$ cat src/rtl/conv_sched_pkg.sv
// conv_sched_pkg: shared types and helpers for the convolution kernel scheduler.
//   state_t     : scheduler FSM state (IDLE, REPLAY)
//   WIN_ELEMS   : number of elements in a 3x3 window
//   pix_t/win_t : window element and window types at the default 8-bit data width
//   kidx_width  : width of the kernel index for a given kernel count (minimum 1)
package conv_sched_pkg;

    typedef enum logic {
        IDLE   = 1'b0,
        REPLAY = 1'b1
    } state_t;

    localparam int WIN_ELEMS      = 9;
    localparam int DEF_DATA_WIDTH = 8;

    typedef logic signed [DEF_DATA_WIDTH-1:0] pix_t;
    typedef pix_t [WIN_ELEMS-1:0]             win_t;

    function automatic int kidx_width(input int n);
        return (n <= 1) ? 1 : $clog2(n);
    endfunction

endpackage

$ cat src/rtl/conv_kernel_sched_if.sv
// conv_kernel_sched_if: window-in / replay-out bus of the kernel scheduler.
//   Handshake: a window transfers on a rising clk edge where valid_i and
//   ready_o are both high; the replay side (valid_o) has no backpressure.
//   Input side : win_i, valid_i, sop_i, eop_i, sof_i, eof_i, ready_o (back)
//   Output side: win_o, kidx_o, valid_o, sop_o, eop_o, sof_o, eof_o, busy_o, err_o
//   Modports   : master = window source / replay sink, slave = scheduler
interface conv_kernel_sched_if #(
    parameter int DATA_WIDTH = 8,
    parameter int KIDX_W     = 4
);
    import conv_sched_pkg::*;

    logic [WIN_ELEMS-1:0][DATA_WIDTH-1:0] win_i;
    logic                                 valid_i;
    logic                                 ready_o;
    logic                                 sop_i;
    logic                                 eop_i;
    logic                                 sof_i;
    logic                                 eof_i;

    logic [WIN_ELEMS-1:0][DATA_WIDTH-1:0] win_o;
    logic [KIDX_W-1:0]                    kidx_o;
    logic                                 valid_o;
    logic                                 sop_o;
    logic                                 eop_o;
    logic                                 sof_o;
    logic                                 eof_o;
    logic                                 busy_o;
    logic                                 err_o;

    modport master (
        output win_i, valid_i, sop_i, eop_i, sof_i, eof_i,
        input  ready_o,
        input  win_o, kidx_o, valid_o, sop_o, eop_o, sof_o, eof_o, busy_o, err_o
    );

    modport slave (
        input  win_i, valid_i, sop_i, eop_i, sof_i, eof_i,
        output ready_o,
        output win_o, kidx_o, valid_o, sop_o, eop_o, sof_o, eof_o, busy_o, err_o
    );

endinterface

$ cat src/rtl/conv_sched_proto_chk.sv
// conv_sched_proto_chk: frame-marker protocol checker for accepted windows.
//   clk, reset_n : clock, asynchronous active-low reset
//   xfer         : a window is accepted this cycle
//   sof, eof     : frame markers of the offered window
//   err          : sticky error, set one cycle after an offending transfer
// An error is a start-of-frame while already inside a frame, or an
// end-of-frame while outside one. A window carrying both markers is a
// complete frame on its own and is never an error.
module conv_sched_proto_chk (
    input  logic clk,
    input  logic reset_n,
    input  logic xfer,
    input  logic sof,
    input  logic eof,
    output logic err
);

    logic in_frame;
    logic err_set;

    assign err_set = xfer && ((sof && !eof && in_frame) || (eof && !sof && !in_frame));

    always_ff @(posedge clk or negedge reset_n) begin
        if (!reset_n) begin
            in_frame <= 1'b0;
            err      <= 1'b0;
        end else begin
            if (xfer) begin
                if (eof) begin
                    in_frame <= 1'b0;
                end else if (sof) begin
                    in_frame <= 1'b1;
                end
            end
            if (err_set) begin
                err <= 1'b1;
            end
        end
    end

endmodule

$ cat src/rtl/conv_kernel_sched.sv
// conv_kernel_sched: holds one 3x3 window and replays it once per kernel so a
// single convolver can walk all KERNEL_NUM weight sets.
//   clk     : rising-edge clock
//   reset_n : asynchronous active-low reset
//   bus     : conv_kernel_sched_if.slave (window in, replay out, busy/err)
// Optional build macro CONV_KERNEL_SCHED_PROTO_CHK_EN adds the frame-marker
// checker driving err_o; without it err_o is constant 0.
module conv_kernel_sched
    import conv_sched_pkg::*;
#(
    parameter int DATA_WIDTH = 8,
    parameter int KERNEL_NUM = 16,
    parameter int KIDX_W     = kidx_width(KERNEL_NUM)
) (
    input  logic               clk,
    input  logic               reset_n,
    conv_kernel_sched_if.slave bus
);

    localparam logic [KIDX_W-1:0] KIDX_LAST = KIDX_W'(KERNEL_NUM - 1);

    state_t                               state, state_n;
    logic [KIDX_W-1:0]                    kidx, kidx_n;
    logic                                 last, ready, xfer;
    logic                                 cap_eop, cap_eof;
    logic                                 sop_n, eop_n, sof_n, eof_n;
    logic                                 sop_q, eop_q, sof_q, eof_q;
    logic [WIN_ELEMS-1:0][DATA_WIDTH-1:0] win_q;

    // The last replay cycle doubles as the accept slot for the next window,
    // which is what makes back-to-back windows gapless.
    assign last  = (state == REPLAY) && (kidx == KIDX_LAST);
    assign ready = (state == IDLE) || last;
    assign xfer  = bus.valid_i && ready;

    always_ff @(posedge clk or negedge reset_n) begin
        if (!reset_n) begin
            state <= IDLE;
            kidx  <= '0;
        end else begin
            state <= state_n;
            kidx  <= kidx_n;
        end
    end

    always_comb begin
        state_n = state;
        kidx_n  = kidx;
        case (state)
            IDLE: begin
                if (xfer) begin
                    state_n = REPLAY;
                    kidx_n  = '0;
                end
            end
            REPLAY: begin
                if (!last) begin
                    kidx_n = kidx + KIDX_W'(1);
                end else begin
                    kidx_n = '0;
                    if (!xfer) begin
                        state_n = IDLE;
                    end
                end
            end
            default: begin
                state_n = IDLE;
                kidx_n  = '0;
            end
        endcase
    end

    // Start markers belong to kidx 0, which is only ever entered by a transfer,
    // so they come straight from the inputs. End markers land on the final
    // kernel: from the inputs when KERNEL_NUM is 1, else from the capture.
    always_comb begin
        sop_n = xfer && bus.sop_i;
        sof_n = xfer && bus.sof_i;
        eop_n = 1'b0;
        eof_n = 1'b0;
        if ((state_n == REPLAY) && (kidx_n == KIDX_LAST)) begin
            eop_n = xfer ? bus.eop_i : cap_eop;
            eof_n = xfer ? bus.eof_i : cap_eof;
        end
    end

    always_ff @(posedge clk or negedge reset_n) begin
        if (!reset_n) begin
            win_q   <= '0;
            cap_eop <= 1'b0;
            cap_eof <= 1'b0;
            sop_q   <= 1'b0;
            eop_q   <= 1'b0;
            sof_q   <= 1'b0;
            eof_q   <= 1'b0;
        end else begin
            if (xfer) begin
                win_q   <= bus.win_i;
                cap_eop <= bus.eop_i;
                cap_eof <= bus.eof_i;
            end
            sop_q <= sop_n;
            eop_q <= eop_n;
            sof_q <= sof_n;
            eof_q <= eof_n;
        end
    end

    assign bus.ready_o = ready;
    assign bus.win_o   = win_q;
    assign bus.kidx_o  = kidx;
    assign bus.valid_o = (state == REPLAY);
    assign bus.busy_o  = (state == REPLAY);
    assign bus.sop_o   = sop_q;
    assign bus.eop_o   = eop_q;
    assign bus.sof_o   = sof_q;
    assign bus.eof_o   = eof_q;

`ifdef CONV_KERNEL_SCHED_PROTO_CHK_EN
    logic err;

    conv_sched_proto_chk u_proto_chk (
        .clk     (clk),
        .reset_n (reset_n),
        .xfer    (xfer),
        .sof     (bus.sof_i),
        .eof     (bus.eof_i),
        .err     (err)
    );

    assign bus.err_o = err;
`else
    assign bus.err_o = 1'b0;
`endif

endmodule

$ cat src/flat_wrapper.sv
// flat-port wrapper written by rule: the top's interface ports become plain ports
module conv_kernel_sched_flat import conv_sched_pkg::*;
#(
    parameter int DATA_WIDTH = 8,
    parameter int KERNEL_NUM = 16,
    parameter int KIDX_W     = kidx_width(KERNEL_NUM)
)
  (clk, reset_n, bus_win_i, bus_valid_i, bus_sop_i, bus_eop_i, bus_sof_i, bus_eof_i, bus_ready_o, bus_win_o, bus_kidx_o, bus_valid_o, bus_sop_o, bus_eop_o, bus_sof_o, bus_eof_o, bus_busy_o, bus_err_o);
  conv_kernel_sched_if #(.DATA_WIDTH(DATA_WIDTH), .KIDX_W(KIDX_W)) bus_i ();
  input  logic clk;
  input  logic reset_n;
  input wire logic [$bits(bus_i.win_i)-1:0] bus_win_i;
  input wire logic [$bits(bus_i.valid_i)-1:0] bus_valid_i;
  input wire logic [$bits(bus_i.sop_i)-1:0] bus_sop_i;
  input wire logic [$bits(bus_i.eop_i)-1:0] bus_eop_i;
  input wire logic [$bits(bus_i.sof_i)-1:0] bus_sof_i;
  input wire logic [$bits(bus_i.eof_i)-1:0] bus_eof_i;
  output wire logic [$bits(bus_i.ready_o)-1:0] bus_ready_o;
  output wire logic [$bits(bus_i.win_o)-1:0] bus_win_o;
  output wire logic [$bits(bus_i.kidx_o)-1:0] bus_kidx_o;
  output wire logic [$bits(bus_i.valid_o)-1:0] bus_valid_o;
  output wire logic [$bits(bus_i.sop_o)-1:0] bus_sop_o;
  output wire logic [$bits(bus_i.eop_o)-1:0] bus_eop_o;
  output wire logic [$bits(bus_i.sof_o)-1:0] bus_sof_o;
  output wire logic [$bits(bus_i.eof_o)-1:0] bus_eof_o;
  output wire logic [$bits(bus_i.busy_o)-1:0] bus_busy_o;
  output wire logic [$bits(bus_i.err_o)-1:0] bus_err_o;
  assign bus_i.win_i = bus_win_i;
  assign bus_i.valid_i = bus_valid_i;
  assign bus_i.sop_i = bus_sop_i;
  assign bus_i.eop_i = bus_eop_i;
  assign bus_i.sof_i = bus_sof_i;
  assign bus_i.eof_i = bus_eof_i;
  assign bus_ready_o = bus_i.ready_o;
  assign bus_win_o = bus_i.win_o;
  assign bus_kidx_o = bus_i.kidx_o;
  assign bus_valid_o = bus_i.valid_o;
  assign bus_sop_o = bus_i.sop_o;
  assign bus_eop_o = bus_i.eop_o;
  assign bus_sof_o = bus_i.sof_o;
  assign bus_eof_o = bus_i.eof_o;
  assign bus_busy_o = bus_i.busy_o;
  assign bus_err_o = bus_i.err_o;
  conv_kernel_sched #(.DATA_WIDTH(DATA_WIDTH), .KERNEL_NUM(KERNEL_NUM), .KIDX_W(KIDX_W)) u_core (.clk(clk), .reset_n(reset_n), .bus(bus_i));
endmodule
$ cat config.mk
export PLATFORM = sky130hd
export DESIGN_NAME = conv_kernel_sched_flat
export DESIGN_NICKNAME = d
export VERILOG_FILES = /design/src/rtl/conv_sched_pkg.sv /design/src/rtl/conv_kernel_sched_if.sv /design/src/rtl/conv_sched_proto_chk.sv /design/src/rtl/conv_kernel_sched.sv /design/src/flat_wrapper.sv
export SDC_FILE = /design/constraint.sdc
export NUM_CORES = 1
export LEC_CHECK = 0
export BUFFER_PORTS_ARGS = -buffer_cell sky130_fd_sc_hd__buf_2
export CAP_MARGIN = 0
export CORE_ASPECT_RATIO = 0.8
export CORE_UTILIZATION = 50
export DETAILED_ROUTE_END_ITERATION = 10
export HOLD_SLACK_MARGIN = 0.1
export PLACE_DENSITY = 0.85
export SKIP_LAST_GASP = 1
export SLEW_MARGIN = 20
export SYNTH_ARGS = -nofsm -noshare
export SYNTH_HDL_FRONTEND = slang
export SYNTH_SLANG_ARGS = --single-unit
export TNS_END_PERCENT = 50
$ cat constraint.sdc
create_clock -name clk -period 5.5 [get_ports clk]
set_clock_uncertainty 0.2 [all_clocks]
set_input_delay 0.275 -clock clk [delete_from_list [all_inputs] [get_ports clk]]
set_output_delay 0.275 -clock clk [all_outputs]
set_load 0.005 [all_outputs]
==> metrics.txt <==
Max transition margin=approximately half; Final Hold Violating Endpoints=0; Warnings, synthesis=0; critical path data required time=5.53 ns; outcome=finished clean; Worst R2R Path Depth=6; postcts setup bufs=0; Num CTS Buffers=9; Synthesized Nets=~280; Cells after Synth=195; clock tree buffer depth=2; Post-synth EDFFs=0; FILL cells=366; critical path arrival=2.43 ns; Clock transition at path regs=0.08 ns; Worst Setup SP=u_core.bus.kidx_o[0]; Total Nets Final=516; Skew-Pair Late Insertion Delay=0.34 ns; setup_tns=0 ns; max incr delay on CP=0.51 ns; vias in the first global route=2,823; TritonCTS clock tree=built; gr usage total=between 20% and 30%; routed via count=2,544; Tcrit/Tclk final=43.75%; Syn Std Cell Area=0.003446 mm²; worst r2r src=u_core.bus.kidx_o[0]; crit path capture=u_core.bus.eof_o; Area Growth Syn to Fin=51.56%; critical path launch point type=register; Cell Pwr Density=489.4 mW/mm²; Top Ports=between 150 and 200; Seq cells post-synth=83; n_diodes=0; Core ar.=0.006506 mm²; Finished Core Util=between 80% and 90%; most common cell after layout, fill and taps aside=buf_2; flop2flop setup slack=3.09 ns; most frequent cells in the layout=buf_2, dfrtp_1, dlygate4sd3_1; Sink Count=83; sequential share of the synthesized area=60.28%; initial core utilization=52.96%; die footprint=0.007230 mm²; final weighted congestion of routability-driven global placement=0.7280; GRT Residual Overflow=0; first-pass detailed-route iteration total=4; Final min period=2.406 ns; drt initial violations=93; Fmax=415.6 MHz; Post-Route WL=9177 µm; Leak=~2.6 nW; Critical Path Slowest Stage Cell=buf_4; Routed Antenna Nets=0; max_cap viols=0; root buf cell=clkbuf_8; asr flop ratio synth=100.0%; Synth Flop Type=dfrtp_1; post-CTS resize count=0; H-tree levels=3; Die Y=~76 µm; Hold Slack=0.2834 ns; proportion of layout cells with a drive suffix above 1=56.46%; critical path type=reg2reg; vias per cell=4.846; Die X=between 90 and 100 µm; Hold Path Class=reg2reg; library cells used by synthesis=26; count of endpoints failing setup in the final report=0; row count=26; initial antenna violation count=0; Slew @ Worst Pin=0.7261 ns; largest net degree at the start of global routing=84; Detailed Place HPWL=around 5000 µm; fin worst setup slack=3.094 ns; first-pass GRT wire length=14,300 µm; CP Capture Type=register; number of I/O port buffers=between 150 and 200; cts hold-fix bufs=78; detailed-route DRC error count=0; RSZ-0062 raised after global routing=no; Reg2Reg Capture Point=u_core.bus.eof_o; CP Max Fanout=40; cell chain of the critical path=ha_1, nand3_2, a21boi_4, buf_4, mux2_2, nor2b_1; routed len/inst=17.48 µm; Max Slew Vio Count=0; VDD IR max=0.3515 mV; pre-CTS setup slack=roughly 3.1 ns; Syn Area/Cell=17.67 µm²
[how the worst min path moves through the flow]
stage | startpoint | to | depth (start not counted)
final | u_core.bus.win_o[37] | u_core.bus.win_o[37] | 1
after global routing | u_core.bus.win_o[37] | u_core.bus.win_o[37] | 1
after CTS | u_core.bus.win_o[37] | u_core.bus.win_o[37] | 1
after detailed placement | u_core.bus.win_o[37] | u_core.bus.win_o[37] | 1
after global placement | u_core.bus.win_o[43] | u_core.bus.win_o[43] | 1
after floorplan | reset_n | u_core.bus.busy_o | 0
[synth_stat cells (2+ instances only)]
library cell   n  area [µm²]
mux2_1         8       90.09
nor2_1         2       7.510
mux2_4        50       750.7
buf_12         6       120.1
nor2b_1        2       12.51
buf_4          3       22.52
nand2_1        5       18.77
and2_1         2       12.51
mux2_2        18       202.7
dfrtp_1       83        2077
[cells by family after synthesis]
logic type	after synthesis	synth area share, %
buffers and inverters	12	4.829
DFF	83	60.28
other	1	0.1088
and+or+nand+nor	16	2.615
AOI/OAI and AO/OA	6	1.525
muxes	76	30.28
adders and majority gates	1	0.3631
[through the flow]
step / power (mW) / cells / area [µm²]
final: 2.556 / 525 / 5223
after global routing: 2.704 / 525 / 5223
after detailed placement: 1.991 / 431 / 4212
after CTS: 2.531 / 525 / 5219
after floorplan: 1.597 / 195 / 3446
after global placement: 1.941 / 431 / 4212
[critical path: cells and delay by family, from the launching register on]
kind | cells | cell delay, ns
fa+ha+maj | 1 | 0.25
mux | 1 | 0.41
flops | 1 | 0.45
simple gates | 2 | 0.27
buf+inv | 1 | 0.51
compound gates | 1 | 0.18
[cell type report]
cell class	instances	area, µm²	area share, %
inverter	1	3.754	0.07187
timing repair buffer	241	1608	30.79
multi-input combinational	100	1202	23.02
clock buffer	11	141.4	2.707
sequential	83	2077	39.77
clock inverter	5	85.08	1.629
tap	84	105.1	2.012
[power breakdown]
group / switching [mW] / internal [mW] / total, mW
Clock: 0.214 / 0.271 / 0.485
Combinational: 0.362 / 0.619 / 0.981
Sequential: 0.184 / 0.906 / 1.09
[metal layers]
metal / vias to the layer above / routed length [µm] / track usage [%] / part of all wire (%)
met4: 0 / 179 / 8.636 / 2.0
met2: 129 / 4586 / 44.24 / 50
met5: - / 0 / 0 / 0
li1: 1157 / - / - / -
met1: 1240 / 3743 / 33.17 / 41
met3: 18 / 667 / 6.387 / 7.3
[flip-flops by register name, indices dropped and copies added (netlist names)]
name	flops
u_core.cap_eop	1
u_core.bus.kidx_o	4
u_core.cap_eof	1
u_core.bus.eop_o	1
u_core.bus.eof_o	1
u_core.bus.sop_o	1
u_core.bus.win_o	72
u_core.bus.sof_o	1
u_core.bus.busy_o	1
Note: power is estimated with default switching activity, not from simulation.
